**src/rtl/spi_slave_rx_fifo.sv**
```systemverilog
// Oversampled SPI mode-0 slave receiver feeding a valid/ready word FIFO.
// Define SPI_RX_ECHO_EN to return the last received word on MISO instead of tx_data.
//
// state  | meaning
// IDLE   | slave not selected, SCLK ignored, bit counter cleared
// ACTIVE | slave selected, words shifted on synced SCLK edge events
module spi_slave_rx_fifo #(
    parameter int DATA_W     = 8,
    parameter int FIFO_DEPTH = 8,
    parameter int LVL_W      = $clog2(FIFO_DEPTH) + 1
) (
    input  logic              clk_clk,
    input  logic              reset_reset,
    input  logic              spi_external_SCLK,
    input  logic              spi_external_MOSI,
    input  logic              spi_external_SS_n,
    output logic              spi_external_MISO,
    input  logic [DATA_W-1:0] tx_data,
    output logic [DATA_W-1:0] out_data,
    output logic              out_valid,
    input  logic              out_ready,
    output logic [LVL_W-1:0]  fifo_level,
    output logic              overflow,
    input  logic              overflow_clr,
    output logic              frame_err
);
    localparam int AW = $clog2(FIFO_DEPTH);
    localparam int PW = AW + 1;
    localparam int CW = $clog2(DATA_W + 1);

    typedef enum logic [0:0] {IDLE, ACTIVE} state_t;

    logic [1:0] sclk_sync, mosi_sync, ss_sync;
    logic       sclk_d, ss_d;
    logic       sclk_rise, sclk_fall, ss_rise, ss_fall;

    always_ff @(posedge clk_clk) begin
        if (reset_reset) begin
            sclk_sync <= 2'b00;
            mosi_sync <= 2'b00;
            ss_sync   <= 2'b11;
            sclk_d    <= 1'b0;
            ss_d      <= 1'b1;
        end else begin
            sclk_sync <= {sclk_sync[0], spi_external_SCLK};
            mosi_sync <= {mosi_sync[0], spi_external_MOSI};
            ss_sync   <= {ss_sync[0], spi_external_SS_n};
            sclk_d    <= sclk_sync[1];
            ss_d      <= ss_sync[1];
        end
    end

    assign sclk_rise = sclk_sync[1] & ~sclk_d;
    assign sclk_fall = ~sclk_sync[1] & sclk_d;
    assign ss_rise   = ss_sync[1] & ~ss_d;
    assign ss_fall   = ~ss_sync[1] & ss_d;

    state_t            state, state_nxt;
    logic [CW-1:0]     bit_cnt, bit_cnt_nxt;
    logic [DATA_W-2:0] rx_shift, rx_shift_nxt;
    logic [DATA_W-1:0] tx_shift, tx_shift_nxt;
    logic [DATA_W-1:0] rx_word, load_word;
    logic              reload, reload_nxt, push, frame_err_nxt;

    assign rx_word           = {rx_shift, mosi_sync[1]};
    assign spi_external_MISO = tx_shift[DATA_W-1];

`ifdef SPI_RX_ECHO_EN
    logic [DATA_W-1:0] last_rx;
    logic              unused_tx;
    assign unused_tx = ^tx_data;
    always_ff @(posedge clk_clk) begin
        if (reset_reset)
            last_rx <= '0;
        else if (push)
            last_rx <= rx_word;
    end
    assign load_word = last_rx;
`else
    assign load_word = tx_data;
`endif

    always_comb begin
        state_nxt     = state;
        bit_cnt_nxt   = bit_cnt;
        rx_shift_nxt  = rx_shift;
        tx_shift_nxt  = tx_shift;
        reload_nxt    = reload;
        push          = 1'b0;
        frame_err_nxt = 1'b0;
        case (state)
            IDLE: begin
                bit_cnt_nxt = '0;
                if (ss_fall) begin
                    state_nxt    = ACTIVE;
                    tx_shift_nxt = load_word;
                    reload_nxt   = 1'b0;
                end
            end
            ACTIVE: begin
                if (ss_rise) begin
                    state_nxt     = IDLE;
                    bit_cnt_nxt   = '0;
                    tx_shift_nxt  = '0;
                    frame_err_nxt = (bit_cnt != '0);
                end else if (sclk_rise) begin
                    rx_shift_nxt = rx_word[DATA_W-2:0];
                    if (bit_cnt == CW'(DATA_W - 1)) begin
                        push        = 1'b1;
                        bit_cnt_nxt = '0;
                        reload_nxt  = 1'b1;
                    end else begin
                        bit_cnt_nxt = bit_cnt + 1'b1;
                    end
                end else if (sclk_fall) begin
                    // the falling edge after a completed word starts the next reply word
                    if (reload) begin
                        tx_shift_nxt = load_word;
                        reload_nxt   = 1'b0;
                    end else begin
                        tx_shift_nxt = {tx_shift[DATA_W-2:0], 1'b0};
                    end
                end
            end
            default: state_nxt = IDLE;
        endcase
    end

    always_ff @(posedge clk_clk) begin
        if (reset_reset) begin
            state     <= IDLE;
            bit_cnt   <= '0;
            rx_shift  <= '0;
            tx_shift  <= '0;
            reload    <= 1'b0;
            frame_err <= 1'b0;
        end else begin
            state     <= state_nxt;
            bit_cnt   <= bit_cnt_nxt;
            rx_shift  <= rx_shift_nxt;
            tx_shift  <= tx_shift_nxt;
            reload    <= reload_nxt;
            frame_err <= frame_err_nxt;
        end
    end

    logic [DATA_W-1:0] mem [FIFO_DEPTH];
    logic [PW-1:0]     wr_ptr, rd_ptr, wr_ptr_nxt, rd_ptr_nxt;
    logic              pop, wr_en, full;

    assign fifo_level = LVL_W'(wr_ptr - rd_ptr);
    assign full       = (fifo_level == LVL_W'(FIFO_DEPTH));
    assign out_valid  = (fifo_level != '0);
    assign pop        = out_valid & out_ready;
    assign wr_en      = push & (~full | pop);
    assign wr_ptr_nxt = wr_ptr + PW'(wr_en);
    assign rd_ptr_nxt = rd_ptr + PW'(pop);

    always_ff @(posedge clk_clk) begin
        if (wr_en)
            mem[wr_ptr[AW-1:0]] <= rx_word;
    end

    always_ff @(posedge clk_clk) begin
        if (reset_reset) begin
            wr_ptr   <= '0;
            rd_ptr   <= '0;
            out_data <= '0;
            overflow <= 1'b0;
        end else begin
            wr_ptr <= wr_ptr_nxt;
            rd_ptr <= rd_ptr_nxt;
            // bypass when the incoming word becomes the new head
            if (wr_en && (rd_ptr_nxt == wr_ptr))
                out_data <= rx_word;
            else if (wr_ptr_nxt != rd_ptr_nxt)
                out_data <= mem[rd_ptr_nxt[AW-1:0]];
            if (push && full && !pop)
                overflow <= 1'b1;
            else if (overflow_clr)
                overflow <= 1'b0;
        end
    end
endmodule

```
**config.mk**
```make
export PLATFORM = sky130hd
export DESIGN_NAME = spi_slave_rx_fifo
export DESIGN_NICKNAME = d
export VERILOG_FILES = /design/src/rtl/spi_slave_rx_fifo.sv
export SDC_FILE = /design/constraint.sdc
export NUM_CORES = 1
export LEC_CHECK = 0
export ABC_AREA = 1
export CAP_MARGIN = 15
export CORE_MARGIN = 5
export CORE_UTILIZATION = 50
export DETAILED_ROUTE_END_ITERATION = 8
export GPL_ROUTABILITY_DRIVEN = 0
export PLACE_DENSITY = 0.71
export SYNTH_ARGS = -nofsm -noshare
export SYNTH_HDL_FRONTEND = slang
export SYNTH_SLANG_ARGS = --single-unit
```
**constraint.sdc**
```tcl
create_clock -name clk_clk -period 7.96 [get_ports clk_clk]
set_input_delay 1.194 -clock clk_clk [delete_from_list [all_inputs] [get_ports clk_clk]]
set_output_delay 1.194 -clock clk_clk [all_outputs]
set_load 0.02 [all_outputs]
```
==> results of run 1 <==
[final cells by class]
class,count,area (µm²),area share
Sequential cell,111,2863,0.5104
Multi-Input combinational cell,355,1785,0.3183
Timing Repair Buffer,40,370.4,0.06603
Inverter,64,246.5,0.04394
Tap cell,133,166.4,0.02967
Clock buffer,9,123.9,0.02208
Clock inverter,7,53.80,0.009592
[power by group]
group	internal [µW]	switching, µW	total (µW)	leakage [µW]
combinational	260	493	753	0.00116
clock	117	195	312	0.0000841
sequential	622	12.0	634	0.000975
total	999	700	1700	0.00222
[kinds of logic (layout without fill, tap and decap cells)]
kind of cell	after synthesis	count (layout)	share of synthesized area
buffers and inverters	85	120	0.07125
XOR/XNOR	4	4	0.007001
flip-flops	111	111	0.5720
AND/OR/NAND/NOR	255	255	0.2278
adder cells (fa/ha/maj)	12	12	0.03150
AO/OA/AOI/OAI	84	84	0.09050
[cells in the mapped netlist, drive strengths merged (3+ instances only)]
master and instances:
nor3 8, buf 7, o22ai 5, xor2 3, a21oi 17, nor2 85, o21ai 54, ha 11
edfxtp 64, nand2 108, clkbuf 14, a211oi 6, inv 62, dfxtp 47, nand3 47, or2 3
[layer usage]
layer  global-route usage  routed length (µm)
met1               0.2463                4870
met2               0.3297                5349
met3              0.03320                 412
met4              0.07213                 211
met5                    0                   0
[worst max-delay path, cell delays in order, from the launching register on]
cell and delay, ns:
sky130_fd_sc_hd__dfxtp_1 0.47, sky130_fd_sc_hd__inv_2 0.12, sky130_fd_sc_hd__ha_1 0.22, sky130_fd_sc_hd__inv_1 0.08, sky130_fd_sc_hd__fa_1 0.44, sky130_fd_sc_hd__nor2_1 0.16, sky130_fd_sc_hd__nand4_1 0.14, sky130_fd_sc_hd__nand2_1 0.08
sky130_fd_sc_hd__inv_1 0.05, sky130_fd_sc_hd__ha_1 0.18, sky130_fd_sc_hd__ha_1 1.01, sky130_fd_sc_hd__inv_2 0.10, sky130_fd_sc_hd__nand2_1 0.12, sky130_fd_sc_hd__nand2_2 0.05, sky130_fd_sc_hd__nor2_2 0.11, sky130_fd_sc_hd__nand2_2 0.09
sky130_fd_sc_hd__nor2_8 0.19, sky130_fd_sc_hd__nand3_4 0.19, sky130_fd_sc_hd__nand3_1 0.13, sky130_fd_sc_hd__nand3_1 0.08, sky130_fd_sc_hd__nand2_1 0.06, sky130_fd_sc_hd__inv_1 0.04
[flip-flops by register name (all words and copies together), names as in the netlist]
signal	count
frame_err	1
rd_ptr	4
overflow	1
ss_d	1
reload	1
sclk_sync	2
sclk_d	1
state	1
bit_cnt	4
mosi_sync	2
wr_ptr	4
ss_sync	2
out_data	8
rx_shift	7
mem	64
tx_shift	8
[worst max-delay path by stage]
stage | end | cells past startpoint | startpoint
final | out_data[2]$_SDFFE_PP0P_ | 21 | wr_ptr[0]$_SDFF_PP0_
after detailed placement | out_data[7]$_SDFFE_PP0P_ | 16 | out_ready
after CTS | out_data[2]$_SDFFE_PP0P_ | 21 | wr_ptr[0]$_SDFF_PP0_
after global routing | out_data[2]$_SDFFE_PP0P_ | 21 | wr_ptr[0]$_SDFF_PP0_
after global placement | out_data[4]$_SDFFE_PP0P_ | 16 | out_ready
after floorplan | out_data[0]$_SDFFE_PP0P_ | 23 | wr_ptr[0]$_SDFF_PP0_
[through the flow]
| step | total power, µW | cells | hold WS, ns |
|---|---|---|---|
| 2_1_floorplan | 1199 | 551 | 0.3883 |
| 3_3_place_gp | 1379 | 701 | 0.3961 |
| 3_5_place_dp | 1404 | 701 | 0.3976 |
| 4_1_cts | 1717 | 717 | 0.4133 |
| 5_1_grt | 1844 | 719 | 0.4291 |
| 6_report | 1699 | 719 | 0.4113 |
==> results.sh, run 1 <==
export IMPL_result_of_the_run="finished, final reports clean"
export IMPL_critPathLaunchType="flip-flop"
export IMPL_die_w_um=110.0
export IMPL_worstHoldPathType="flip-flop to flip-flop"
export IMPL_startpoint_of_the_tightest_hold_check_path="sclk_sync[0]$_SDFF_PP0_"
export IMPL_cts_made_buffers=9
export IMPL_crit_path_max_fanout=35
export IMPL_cts_root_buf="sky130_fd_sc_hd__clkbuf_8"
export IMPL_largest_cells_by_area_after_synthesis="sky130_fd_sc_hd__edfxtp_1 (38%), sky130_fd_sc_hd__dfxtp_1 (19%), sky130_fd_sc_hd__nand2_1 (7.4%)"
export IMPL_post_cts_resized=0
export IMPL_relSlewSlack=0.2660
export IMPL_mostFrequentLayoutCells="sky130_fd_sc_hd__nand2_1 (99), sky130_fd_sc_hd__nor2_1 (81), sky130_fd_sc_hd__edfxtp_1 (64), sky130_fd_sc_hd__inv_1 (54), sky130_fd_sc_hd__dfxtp_1 (47)"
export IMPL_postCtsSetupRepairBufs=0
export IMPL_synth_distinct_cells=37
export IMPL_timing_worst_setup_path_type="flip-flop to flip-flop"
export IMPL_post_synth_top_area_share=0.3840
export IMPL_vdd_ir_drop_worst_mv=0.3029
export IMPL_postPlaceCellArea_um2=5421
export IMPL_unrepaired_setup_endpoints_after_global_routing="no"
export IMPL_i_o_pin_total=31
export IMPL_post_place_ws_ns=3.691
export IMPL_post_route_cell_area_um2=5609
export IMPL_worstReg2RegEnd="out_data[2]$_SDFFE_PP0P_"
export IMPL_final_hold_viol_count=0
export IMPL_synthArstFlopShare=0
export IMPL_timing_max_cap_violations=0
export IMPL_grt_ovfl_total=0
export IMPL_drt_pass1_iter_count=5
export IMPL_n_fill_cell=887
export IMPL_placement_io_buffers=30
export IMPL_yosys_warnings=0
export IMPL_min_delay_path_depth=2
export IMPL_yosys_register_bits=111
export IMPL_postSynthNetCount=578
export IMPL_post_route_cells_drive_above_1_share=0.09556
export IMPL_final_common_cell="sky130_fd_sc_hd__nand2_1"
export IMPL_clk_latency_ns=0.37
export IMPL_grt_antenna_before_repair=0
export IMPL_final_antenna_net_count=0
export IMPL_clock_tree_buffer_depth=2
export IMPL_initial_utilization=0.5120
export IMPL_diodes=0
export IMPL_tot_gr_track_use=0.1933
export IMPL_achievable_frequency_ghz=0.2359
export IMPL_syn_mean_instance_area_um2=9.083
export IMPL_grt_start_max_net_pins=37
export IMPL_synth_sequential_area_ratio=0.5720
export IMPL_area_overhead_vs_synth_pct=12.08
export IMPL_min_delay_worst_endpoint="sclk_sync[1]$_SDFF_PP0_"
export IMPL_power_density_nw_per_um2=302.9
export IMPL_worst_setup_hold_path_clk_slew_ns=0.10
export IMPL_grt_first_pass_wirelength_um=17860
export IMPL_slew_viol_final=0
export IMPL_drt_first_iter_violations=267
export IMPL_postLayoutCoreUtil=0.5739
export IMPL_mappedNetlistArea_um2=5005
export IMPL_cp_end_kind="flip-flop"
export IMPL_tritoncts="done"
export IMPL_r2r_setup_slack_ns=3.72
export IMPL_dp_hpwl_um=7383
export IMPL_startpoint_of_the_lowest_slack_register_to_register_path="wr_ptr[0]$_SDFF_PP0_"
export IMPL_total_leakage_power_uw=0.002222
export IMPL_wl_per_cell_um=15.08
export IMPL_post_route_drc_count=0
export IMPL_setup_viol_count_final=0
export IMPL_route_final_wire_length_um=10840
export IMPL_cts_htree_levels=3
export IMPL_timing_critical_path_arrival_ns=4.51
export IMPL_core_area_um2=9774
export IMPL_floorplan_rows=36
export IMPL_setup_total_negative_slack_ns=0
export IMPL_number_of_cells_on_the_worst_reg_to_reg_path=21
export IMPL_post_drt_via_cell_ratio=5.184
export IMPL_die_height_um=110.0
export IMPL_vias=3727
export IMPL_synth_top_area_cell="sky130_fd_sc_hd__edfxtp_1"
export IMPL_worst_ep_required_time_ns=8.23
export IMPL_layout_setup_ws_ns=3.721
export IMPL_gate_count_after_technology_mapping=551
export IMPL_timing_worst_slew_pin_value_ns=1.101
export IMPL_clock_skew_final_ns=0.01310
export IMPL_cts_hold_buffers=0
export IMPL_number_of_enable_flip_flop_cells_after_synthesis=64
export IMPL_final_min_clock_period_ns=4.239
export IMPL_final_period_utilization=0.5325
export IMPL_synth_ff_type="sky130_fd_sc_hd__edfxtp_1"
export IMPL_grt_pass1_vias=3669
export IMPL_final_net_count=608
export IMPL_cts_sinks=111
export IMPL_die_area_um2=12110
(Power assumes the default switching activity.)
==> run 2: changes to the inputs <==
--- a/config.mk
+++ b/config.mk
@@ -11,7 +11,7 @@
 export CORE_UTILIZATION = 50
 export DETAILED_ROUTE_END_ITERATION = 8
 export GPL_ROUTABILITY_DRIVEN = 0
-export PLACE_DENSITY = 0.71
+export PLACE_DENSITY = 0.74
 export SYNTH_ARGS = -nofsm -noshare
 export SYNTH_HDL_FRONTEND = slang
 export SYNTH_SLANG_ARGS = --single-unit
==> constraint.sdc (replaced) <==
create_clock -name clk_clk -period 3.5 [get_ports clk_clk]
set_input_delay 0.525 -clock clk_clk [delete_from_list [all_inputs] [get_ports clk_clk]]
set_output_delay 0.525 -clock clk_clk [all_outputs]
set_load 0.02 [all_outputs]
==> results.sh, run 2 (same netlist as run 1, synthesis figures left out) <==
export IMPL_result_of_the_run="finished, final reports clean"
export IMPL_worstReg2RegEnd="out_data[4]$_SDFFE_PP0P_"
export IMPL_mostFrequentLayoutCells="sky130_fd_sc_hd__nand2_1 (99), sky130_fd_sc_hd__nor2_1 (80), sky130_fd_sc_hd__edfxtp_1 (64), sky130_fd_sc_hd__inv_1 (54), sky130_fd_sc_hd__dfxtp_1 (46)"
export IMPL_worstHoldPathType="flip-flop to flip-flop"
export IMPL_achievable_frequency_ghz=0.2997
export IMPL_final_common_cell="sky130_fd_sc_hd__nand2_1"
export IMPL_final_hold_viol_count=0
export IMPL_combinationalPowerShare=0.462
export IMPL_startpoint_of_the_lowest_slack_register_to_register_path="rd_ptr[2]$_SDFF_PP0_"
export IMPL_worst_setup_hold_path_clk_slew_ns=0.11
export IMPL_core_area_um2=9774
export IMPL_seq_power_share=0.351
export IMPL_total_leakage_power_uw=0.002295
export IMPL_timing_max_cap_violations=0
export IMPL_tot_gr_track_use=0.1924
export IMPL_final_min_clock_period_ns=3.336
export IMPL_cts_made_buffers=9
export IMPL_slew_viol_final=0
export IMPL_i_o_pin_total=31
export IMPL_vias=3885
export IMPL_min_delay_worst_endpoint="mosi_sync[1]$_SDFF_PP0_"
export IMPL_placement_io_buffers=30
export IMPL_die_height_um=110.0
export IMPL_postPlaceCellArea_um2=5497
export IMPL_place_inst=709
export IMPL_cellInternalPower_uw=2444
export IMPL_seq_area_um2=2864
export IMPL_grt_antenna_before_repair=0
export IMPL_relSlewSlack=0.5358
export IMPL_switchingPower_uw=1682
export IMPL_area_overhead_vs_synth_pct=15.78
export IMPL_cpLargestDelayFamily="simple AND/OR/NAND/NOR gates"
export IMPL_post_route_cell_area_um2=5794
export IMPL_setup_total_negative_slack_ns=0
export IMPL_clock_skew_final_ns=0.01417
export IMPL_multiInputGateArea_um2=1848
export IMPL_drt_first_iter_violations=296
export IMPL_min_delay_path_depth=2
export IMPL_power_share_clock=0.188
export IMPL_post_drt_via_cell_ratio=5.322
export IMPL_tritoncts="done"
export IMPL_diodes=0
export IMPL_wl_per_cell_um=15.36
export IMPL_cp_buffers_inverters=4
export IMPL_r2r_setup_slack_ns=0.16
export IMPL_die_area_um2=12110
export IMPL_switching_share=0.4077
export IMPL_timing_critical_path_arrival_ns=3.67
export IMPL_cts_hold_buffers=0
export IMPL_crit_path_max_fanout=32
export IMPL_final_period_utilization=0.9532
export IMPL_grt_pass1_vias=3732
export IMPL_critPathMostFrequentCell="sky130_fd_sc_hd__nand2_1"
export IMPL_post_route_drc_count=0
export IMPL_initial_utilization=0.5120
export IMPL_clock_tree_buffer_depth=2
export IMPL_timing_worst_setup_path_type="flip-flop to flip-flop"
export IMPL_post_layout_total_power_uw=4126
export IMPL_vdd_ir_drop_worst_mv=0.4388
export IMPL_post_place_ws_ns=0.08908
export IMPL_final_net_count=619
export IMPL_cts_sinks=111
export IMPL_clk_latency_ns=0.38
export IMPL_cts_htree_levels=3
export IMPL_cp_end_kind="flip-flop"
export IMPL_final_instance_count_excl_fill=730
export IMPL_drt_pass1_iter_count=5
export IMPL_dp_hpwl_um=7461
export IMPL_critical_path_max_stage_delay_ns=0.41
export IMPL_startpoint_of_the_tightest_hold_check_path="mosi_sync[0]$_SDFF_PP0_"
export IMPL_worst_ep_required_time_ns=3.83
export IMPL_grt_ovfl_total=0
export IMPL_grt_start_max_net_pins=36
export IMPL_die_w_um=110.0
export IMPL_cts_root_buf="sky130_fd_sc_hd__clkbuf_8"
export IMPL_grt_first_pass_wirelength_um=17710
export IMPL_critical_path_slowest_cell="sky130_fd_sc_hd__ha_2"
export IMPL_n_fill_cell=863
export IMPL_setup_viol_count_final=0
export IMPL_critPathLaunchType="flip-flop"
export IMPL_power_density_nw_per_um2=712.1
export IMPL_timing_critical_path_cells="inv_2, ha_1, or2_1, nand2_1, nand2_2, nand2_1, nand4_1, nand2_1, inv_1, ha_1, ha_2, buf_8, o21ai_0, o21ai_0, nand2_1, nand2_1, nand3_1, nand3_1, nand2_1, inv_1"
export IMPL_timing_worst_slew_pin_value_ns=0.6941
export IMPL_route_final_wire_length_um=11210
export IMPL_floorplan_rows=36
export IMPL_number_of_cells_on_the_worst_reg_to_reg_path=20
export IMPL_flip_flop_count_of_the_largest_register_all_copies_and_words_added=64
export IMPL_post_route_cells_drive_above_1_share=0.1206
export IMPL_final_antenna_net_count=0
export IMPL_layout_setup_ws_ns=0.1638
run 2: cell type report:
| type | instances | share of cell area |
|---|---|---|
| clock buffers | 10 | 0.02203 |
| clock inverters | 6 | 0.01166 |
| inverters | 64 | 0.04319 |
| multi-input cells | 356 | 0.3189 |
| flip-flops and latches | 111 | 0.4943 |
| well taps | 133 | 0.02872 |
| repair buffers | 50 | 0.08119 |
run 2: worst max-delay path by stage:
| stage | from | endpoint | cells after the start |
|---|---|---|---|
| 3_5_place_dp | wr_ptr[0]$_SDFF_PP0_ | out_data[5]$_SDFFE_PP0P_ | 22 |
| 6_report | rd_ptr[2]$_SDFF_PP0_ | out_data[4]$_SDFFE_PP0P_ | 20 |
| 2_1_floorplan | wr_ptr[0]$_SDFF_PP0_ | out_data[0]$_SDFFE_PP0P_ | 23 |
| 5_1_grt | wr_ptr[0]$_SDFF_PP0_ | out_data[2]$_SDFFE_PP0P_ | 22 |
| 3_3_place_gp | wr_ptr[0]$_SDFF_PP0_ | out_data[3]$_SDFFE_PP0P_ | 19 |
| 4_1_cts | wr_ptr[0]$_SDFF_PP0_ | out_data[5]$_SDFFE_PP0P_ | 22 |
run 2: metal layers:
| metal | wire length (µm) | part of all wire | global-route usage | vias up |
|---|---|---|---|---|
| met5 | 0 | 0 | 0 | - |
| met4 | 391 | 0.035 | 0.08905 | 0 |
| met3 | 616 | 0.055 | 0.03844 | 43 |
| met2 | 5531 | 0.49 | 0.3254 | 127 |
| met1 | 4671 | 0.42 | 0.2367 | 1811 |
| li1 | - | - | - | 1904 |
run 2: timing repair:
| item | CTS | global route |
|---|---|---|
| setup buffers | 0 | 4 |
| endpoints found under the hold margin | 0 | 0 |
| endpoints found under the setup margin | 0 | 8 |
| gates resized for setup | 0 | 16 |
run 2: worst register-to-register path, delay by kind of cell (launching register included):
family	cells	cell delay, ns
buffers and inverters	4	0.40
and+or+nand+nor	11	1.20
AOI/OAI and AO/OA	2	0.38
DFF	1	0.40
adders and majority gates	3	0.91
run 2: stage by stage:
step	hold slack (ns)	util
global placement	0.3958	0.5623
floorplan	0.3883	-
detailed placement	0.3924	0.5623
finish	0.4053	0.5928
CTS	0.4061	0.5823
global route	0.4325	0.5928
run 2: power by group through the flow:
stage,Combinational [µW],Sequential (µW),Clock [µW]
after floorplan,1230,1500,0
after global placement,1710,1470,0
after detailed placement,1750,1470,0
after CTS,1760,1450,787
after global routing,2110,1450,839
final,1900,1450,775
==> run 3: changes to the inputs <==
--- a/config.mk
+++ b/config.mk
@@ -7,11 +7,10 @@
 export LEC_CHECK = 0
 export ABC_AREA = 1
 export CAP_MARGIN = 15
-export CORE_MARGIN = 5
-export CORE_UTILIZATION = 50
+export CORE_UTILIZATION = 45
 export DETAILED_ROUTE_END_ITERATION = 8
 export GPL_ROUTABILITY_DRIVEN = 0
-export PLACE_DENSITY = 0.74
+export PLACE_DENSITY = 0.68
 export SYNTH_ARGS = -nofsm -noshare
 export SYNTH_HDL_FRONTEND = slang
 export SYNTH_SLANG_ARGS = --single-unit
==> results.sh, run 3 (same netlist as run 1, synthesis figures left out) <==
export IMPL_grt_ovfl_total=0
export IMPL_post_route_cells_drive_above_1_share=0.1269
export IMPL_route_final_wire_length_um=11280
export IMPL_setup_viol_count_final=0
export IMPL_clk_latency_ns=0.38
export IMPL_total_leakage_power_uw=0.002304
export IMPL_dp_hpwl_um=7357
export IMPL_result_of_the_run="finished, final reports clean"
export IMPL_tot_gr_track_use=0.2030
export IMPL_timing_worst_slew_pin_value_ns=0.7843
export IMPL_cp_end_kind="flip-flop"
export IMPL_final_period_utilization=0.9628
export IMPL_grt_antenna_before_repair=0
export IMPL_grt_start_max_net_pins=36
export IMPL_grt_pass1_vias=3676
export IMPL_die_area_um2=11550
export IMPL_post_route_drc_count=0
export IMPL_clock_skew_final_ns=0.01420
export IMPL_achievable_frequency_ghz=0.2967
export IMPL_final_net_count=621
export IMPL_die_w_um=107.5
export IMPL_relSlewSlack=0.4731
export IMPL_cts_sinks=111
export IMPL_vdd_ir_drop_worst_mv=0.4564
export IMPL_timing_max_cap_violations=0
export IMPL_critPathLaunchType="flip-flop"
export IMPL_post_place_ws_ns=0.04445
export IMPL_drt_pass1_iter_count=4
export IMPL_mostFrequentLayoutCells="sky130_fd_sc_hd__nand2_1 (99), sky130_fd_sc_hd__nor2_1 (80), sky130_fd_sc_hd__edfxtp_1 (64), sky130_fd_sc_hd__inv_1 (54), sky130_fd_sc_hd__dfxtp_1 (46)"
export IMPL_cts_made_buffers=9
export IMPL_wl_per_cell_um=15.27
export IMPL_power_density_nw_per_um2=711.0
export IMPL_worst_ep_required_time_ns=3.83
export IMPL_cts_hold_buffers=0
export IMPL_cts_root_buf="sky130_fd_sc_hd__clkbuf_8"
export IMPL_floorplan_rows=38
export IMPL_die_height_um=107.5
export IMPL_placement_io_buffers=30
export IMPL_critical_path_max_stage_delay_ns=0.47
export IMPL_crit_path_max_fanout=8
export IMPL_drt_first_iter_violations=325
export IMPL_core_area_um2=10840
export IMPL_seq_area_um2=2864
export IMPL_clock_tree_buffer_depth=2
export IMPL_flip_flop_count_of_the_largest_register_all_copies_and_words_added=64
export IMPL_timing_worst_setup_path_type="flip-flop to flip-flop"
export IMPL_final_hold_viol_count=0
export IMPL_worst_setup_hold_path_clk_slew_ns=0.11
export IMPL_timing_critical_path_cells="inv_2, ha_1, inv_1, fa_2, nor2_4, nand3_2, nor2_4, nand3_4, nand2_2, clkinv_2, ha_1, ha_4, inv_1, nand2_1, nand2_1, nor2_1, nand3_2, a21oi_4, nand3_1, nand3_1, nand2_1, inv_1"
export IMPL_fin_hold_ws_ns=0.4058
export IMPL_final_min_clock_period_ns=3.370
export IMPL_timing_critical_path_arrival_ns=3.70
export IMPL_area_overhead_vs_synth_pct=16.15
export IMPL_vias=3832
export IMPL_multiInputGateArea_um2=1851
export IMPL_slew_viol_final=0
export IMPL_critical_path_slowest_cell="sky130_fd_sc_hd__fa_2"
export IMPL_cts_htree_levels=3
export IMPL_layout_setup_ws_ns=0.1301
export IMPL_diodes=0
export IMPL_grt_first_pass_wirelength_um=17840
export IMPL_n_fill_cell=979
export IMPL_final_common_cell="sky130_fd_sc_hd__nand2_1"
export IMPL_i_o_pin_total=31
export IMPL_tritoncts="done"
export IMPL_worstHoldPathType="flip-flop to flip-flop"
export IMPL_final_antenna_net_count=0
export IMPL_initial_utilization=0.4617
export IMPL_post_drt_via_cell_ratio=5.185
run 3: final cells by class:
type,count,share of cell area
Timing Repair Buffer,52,0.08308
Clock buffer,9,0.02131
Clock inverter,7,0.01162
Sequential cell,111,0.4927
Inverter,64,0.04283
Tap cell,140,0.03013
Multi-Input combinational cell,356,0.3183
run 3: worst paths after layout:
path,start,end,slack (ns),cells after the start
worst max-delay path,wr_ptr[0]$_SDFF_PP0_,out_data[7]$_SDFFE_PP0P_,0.13,22
worst min-delay path,mosi_sync[0]$_SDFF_PP0_,mosi_sync[1]$_SDFF_PP0_,0.41,2
worst max register to register,wr_ptr[0]$_SDFF_PP0_,out_data[7]$_SDFFE_PP0P_,0.13,22
worst min register to register,mosi_sync[0]$_SDFF_PP0_,mosi_sync[1]$_SDFF_PP0_,0.41,2
run 3: where the power goes:
part,switching [µW],internal [µW]
Combinational,1230,709
Sequential,27.8,1410
Clock,475,282
run 3: stage by stage:
stage / utilization / setup TNS, ns / cell area (µm²) / std cells / total power (µW)
2_1_floorplan: - / 0 / 5007 / 551 / 2729
3_3_place_gp: 0.5085 / 0 / 5513 / 717 / 3229
3_5_place_dp: 0.5090 / 0 / 5518 / 718 / 3256
4_1_cts: 0.5267 / 0 / 5709 / 734 / 4011
5_1_grt: 0.5362 / -0.04640 / 5813 / 739 / 4390
6_report: 0.5362 / 0 / 5813 / 739 / 4133
run 3: worst max-delay path, delay by kind of cell (launching register included):
family                     cells  cell delay (ns)
AOI/OAI and AO/OA              1             0.26
adders and majority gates      4             1.20
buffers and inverters          5             0.33
DFF                            1             0.35
and+or+nand+nor               12             1.20
run 3: timing repair:
item	4_1_cts	5_1_grt
setup endpoints to repair	0	8
resized for setup	0	13
setup buffers	0	4
run 3: routing by layer:
| layer | share of wire | track usage | vias to the layer above | wire [µm] |
|---|---|---|---|---|
| met1 | 0.43 | 0.2533 | 1791 | 4884 |
| met2 | 0.50 | 0.3544 | 113 | 5651 |
| met4 | 0.020 | 0.06947 | 0 | 231 |
| met3 | 0.046 | 0.03511 | 23 | 514 |
| met5 | 0 | 0 | - | 0 |
| li1 | - | - | 1905 | - |
